$ cat config.mk
export PLATFORM = sky130hd
export DESIGN_NAME = adder_sum_stage
export DESIGN_NICKNAME = d
export VERILOG_FILES = /design/src/rtl/adder_sum_stage.sv
export SDC_FILE = /design/constraint.sdc
export NUM_CORES = 1
export LEC_CHECK = 0
export ABC_CLOCK_PERIOD_IN_PS = 7100
export CORE_ASPECT_RATIO = 1.2
export CORE_MARGIN = 5
export CORE_UTILIZATION = 60
export CTS_CLUSTER_DIAMETER = 30
export DETAILED_ROUTE_END_ITERATION = 16
export DONT_BUFFER_PORTS = 1
export PLACE_DENSITY = 0.8
export SLEW_MARGIN = 25
export SYNTH_ARGS = -nofsm -noshare
export SYNTH_HDL_FRONTEND = slang
export SYNTH_SLANG_ARGS = --single-unit
$ cat constraint.sdc
create_clock -name clk -period 7.1 [get_ports clk]
set_clock_uncertainty 0.15 [all_clocks]
set_input_delay 1.775 -clock clk [delete_from_list [all_inputs] [get_ports clk]]
set_output_delay 1.775 -clock clk [all_outputs]
set_load 0.01 [all_outputs]
$ cat src/rtl/adder_sum_stage.sv
// Sum stage of the pipelined prefix adder: queues {p, cin} per operand until the
// prefix tree returns its carry vector, then emits a registered sum/carry-out.
module adder_sum_stage #(
    parameter int N     = 32,
    parameter int DEPTH = 8,
    parameter int LW    = $clog2(DEPTH + 1)
) (
    input  logic          clk,
    input  logic          rst,
    input  logic          in_valid,
    input  logic [N-1:0]  p,
    input  logic          cin,
    input  logic          c_valid,
    input  logic [N-1:0]  c,
    output logic [N-1:0]  sum,
    output logic          cout,
    output logic          out_valid,
    output logic [LW-1:0] level,
    output logic          err_overflow,
    output logic          err_underflow
);
    localparam int PW = (DEPTH > 1) ? $clog2(DEPTH) : 1;

    typedef struct packed {
        logic [N-1:0] p;
        logic         cin;
    } entry_t;

    entry_t        r_mem [DEPTH];
    logic [PW-1:0] r_wr_ptr;
    logic [PW-1:0] r_rd_ptr;
    logic [LW-1:0] r_level;
    logic [N-1:0]  r_sum;
    logic          r_cout;
    logic          r_out_valid;
    logic          r_err_overflow;
    logic          r_err_underflow;

    logic          w_full;
    logic          w_empty;
    logic          w_push;
    logic          w_pop;
    entry_t        w_head;
    logic [N-1:0]  w_sum;

    assign w_full  = (r_level == LW'(DEPTH));
    assign w_empty = (r_level == '0);
    assign w_pop   = c_valid && !w_empty;
    // A full queue still accepts a push when the same-cycle pop frees the head slot.
    assign w_push  = in_valid && (!w_full || c_valid);
    assign w_head  = r_mem[r_rd_ptr];
    // Bit i sums with the carry out of bit i-1; bit 0 uses the queued carry-in.
    assign w_sum   = w_head.p ^ {c[N-2:0], w_head.cin};

    // Queue storage carries no reset: occupancy alone decides what is valid.
    always_ff @(posedge clk) begin
        if (w_push) r_mem[r_wr_ptr] <= {p, cin};
    end

    always_ff @(posedge clk) begin
        if (rst) begin
            r_wr_ptr        <= '0;
            r_rd_ptr        <= '0;
            r_level         <= '0;
            r_sum           <= '0;
            r_cout          <= 1'b0;
            r_out_valid     <= 1'b0;
            r_err_overflow  <= 1'b0;
            r_err_underflow <= 1'b0;
        end else begin
            if (w_push)
                r_wr_ptr <= (r_wr_ptr == PW'(DEPTH - 1)) ? '0 : r_wr_ptr + PW'(1);
            if (w_pop)
                r_rd_ptr <= (r_rd_ptr == PW'(DEPTH - 1)) ? '0 : r_rd_ptr + PW'(1);

            if (w_push && !w_pop)
                r_level <= r_level + LW'(1);
            else if (w_pop && !w_push)
                r_level <= r_level - LW'(1);

            r_out_valid <= w_pop;
            if (w_pop) begin
                r_sum  <= w_sum;
                r_cout <= c[N-1];
            end

            if (in_valid && w_full && !c_valid) r_err_overflow  <= 1'b1;
            if (c_valid && w_empty)             r_err_underflow <= 1'b1;
        end
    end

    assign sum           = r_sum;
    assign cout          = r_cout;
    assign out_valid     = r_out_valid;
    assign level         = r_level;
    assign err_overflow  = r_err_overflow;
    assign err_underflow = r_err_underflow;
endmodule

==> key figures <==
Run status
  • Status: finished clean

Timing
  • Max Fclk: 238.7 MHz
  • Final setup margin: 2.910 ns
  • Slew @ Worst Pin: 0.9976 ns
  • RSZ-0062 raised after global routing: false
  • Setup violators final: 0
  • Rel. slew slack: 0.3349
  • Hold_ws: 0.3425 ns
  • Pins Over Slew Limit: 0
  • Final TNS setup: 0 ns
  • Fin crit share: 0.5901
  • Post-route minimum period: 4.190 ns
  • Final hold violation count: 0

Routing
  • First-pass DRT Iterations: 5
  • Initial drt markers: 518
  • WL/cell: 25.24 um
  • DR vias/cell: 6.141
  • ANT nets after route: 0
  • DRC: 0
  • DRT Wirelength: 24310 um
  • Vias: 5914

Clock network
  • Clock latency on the worst-skew pair: 0.52 ns
  • Clock Sinks: 313
  • Post-CTS setup buffer count: 0
  • CTS tree: yes
  • H-tree Lvls: 2
  • Clock transition at path regs: 0.06 ns
  • Cts repair resizes: 0
  • Hold-fix buffers, CTS: 0
  • Clock tree buffer depth: 3
  • Root Buffer: clkbuf_16
  • CTS buffer count: 43

Die
  • Row count: 56
  • Io pins: 109
  • Die area: 22940 um^2
  • Die Span Y: 164.9 um
  • Core Area: 19620 um^2
  • Die Width: 139.1 um
  • Initial Util: 0.6116

Power
  • Share of power burned in registers: 0.458
  • Clock network power share: 0.420
  • Pwr Density: 363.9 nW/um^2
  • Switching power: 1.289 mW
  • Sw Share: 0.2574
  • Logic gate share of total power: 0.122
  • Tot Pwr: 5.008 mW
  • Int Power: 3.719 mW
  • Peak supply drop: 0.2195 mV
  • P_leak: 4.390 nW

Place
  • IO buf count: 0
  • Cell Area, Placed: 12320 um^2
  • Setup slack at placement: 2.401 ns
  • Final RePlAce weighted congestion: 0.7493
  • DPL Wire Length: 13310 um
  • Dpl cells: 885

Synthesis
  • Top cell type's share of synthesized area: 0.6607
  • Synth warn: 0
  • Syn Nets: 717
  • Mean cell area of the mapped netlist: 18.75 um^2
  • Yosys reg bits: 313
  • Top post-synthesis cells by area: edfxtp_1 (66%), mux4_2 (12%), dfxtp_1 (8.2%), mux2i_1 (2.7%), xnor2_1 (2.5%)
  • Post-Syn Instances: 640
  • Distinct cells, synth: 26
  • Post-synthesis cell area: 12000 um^2
  • Cell accounting for the most synthesized area: edfxtp_1
  • Register area share after synthesis: 0.7424

Setup path
  • CP Launch Type: input port
  • CP required: 7.40 ns
  • Critical path type: in -> reg
  • Maximum fanout along the worst path: 40
  • Worst EP arrival: 4.49 ns
  • Crit end category: flop
  • R2r setup slk: 3.24 ns

Min path
  • Worst hold-check path type: reg -> reg

Final layout
  • Fillcell total: 1133
  • Antenna diode count: 0
  • Layout cells sized above 1: 0.2365
  • Final layout net count: 746
  • Final cell area excluding filler cells: 13760 um^2
  • Area added between synthesis and finish: 14.70%
  • Final core utilization: 0.7015
  • Finished Layout Cells: 963

GRT
  • GRT overflow: 0
  • Pin count of the biggest net entering global routing: 67
  • First-pass GRT wire length: 37320 um
  • Vias in the first global route: 6369
  • Tot GR Track Use: 0.2164
  • Initial antenna violation count: 0

Job
  • Max cap viols: 0
## final timing paths
path | endpoint | depth (start not counted) | start
setup / recovery | level[3] | 11 | c_valid
hold / removal | sum[15] | 2 | sum[15]
setup reg to reg | level[3] | 12 | level[0]
hold reg to reg | sum[15] | 2 | sum[15]
## worst max-delay path, stage by stage
cell	delay, ns
nor2b_4	0.10
buf_4	0.29
inv_2	0.62
ha_1	0.31
inv_1	0.10
ha_1	0.28
a21o_1	0.18
a21oi_1	0.19
xnor2_1	0.11
or3_1	0.32
a21oi_1	0.16
## power groups by stage
stage	clock network (mW)	logic [mW]	registers [mW]
2_1_floorplan	0	0.544	2.25
3_3_place_gp	0	0.580	2.32
3_5_place_dp	0	0.608	2.33
4_1_cts	2.13	0.620	2.30
5_1_grt	2.23	0.672	2.31
6_report	2.10	0.612	2.29
## cell families (layout without fill, tap and decap cells)
family	count (synthesis)	in the layout	share of synthesized area
multiplexers	98	98	0.1506
buffers and inverters	35	97	0.01679
flip-flops	313	313	0.7424
XOR/XNOR	36	36	0.02628
AO/OA/AOI/OAI	47	47	0.01981
adder cells (fa/ha/maj)	8	8	0.008967
AND/OR/NAND/NOR	103	103	0.03514
## state kept, by name (all words and copies together) (netlist names), named ones only
name           cells
r_rd_ptr           3
level              4
sum               32
r_wr_ptr           3
cout               1
out_valid          1
err_underflow      1
r_mem            264
err_overflow       1
## cells in the mapped netlist, drive strengths merged
master	count
a21o	1
a21oi	44
buf	24
clkbuf	7
dfxtp	49
edfxtp	264
fa	1
ha	7
inv	4
mux2i	32
mux4	66
nand2	75
nand2b	2
nand3	1
nand3b	2
nor2	11
nor2b	1
nor3	7
nor4	2
o21ai	2
or3	2
xnor2	34
xor2	2
## routing by layer
metal | wire (um) | vias up | track usage
li1 | - | 2556 | -
met1 | 8737 | 3074 | 0.2547
met2 | 12970 | 238 | 0.3851
met3 | 2076 | 46 | 0.07037
met4 | 520 | 0 | 0.06228
met5 | 0 | - | 0
## layout by cell type, fill, tap and decap left out
cell type and instances:
clkbuf_16 44, nor2_1 8, clkbuf_1 4, dfxtp_2 1
inv_8 3, xnor2_1 34, nor3_2 4, xor2_1 2
clkinv_8 2, nor3_1 3, mux2i_1 32, dfxtp_1 46
ha_1 7, nor4_2 1, fa_1 1, buf_4 15
nor4_1 1, edfxtp_1 264, nand3_1 1, dfxtp_4 2
nand2_1 75, nand3b_1 2, clkinvlp_4 6, nand2b_1 2
clkinv_4 3, bufinv_16 3, inv_6 6, or3_1 2
a21o_1 1, mux4_2 66, o21ai_0 2, clkinv_1 2
nor2b_4 1, clkbuf_8 2, nor2_4 3, a21oi_1 44
inv_1 3, clkinv_2 3, inv_2 1
## layout make-up
type                    instances  area, um^2  share of cell area
clock buffers                  50        1144             0.08309
clock inverters                28       302.8             0.02200
inverters                       4       15.01            0.001091
multi-input cells             292        2945              0.2140
flip-flops and latches        313        8917              0.6479
well taps                     261       326.6             0.02373
repair buffers                 15       112.6            0.008182
No activity file was read; power rests on OpenSTA's default activity.
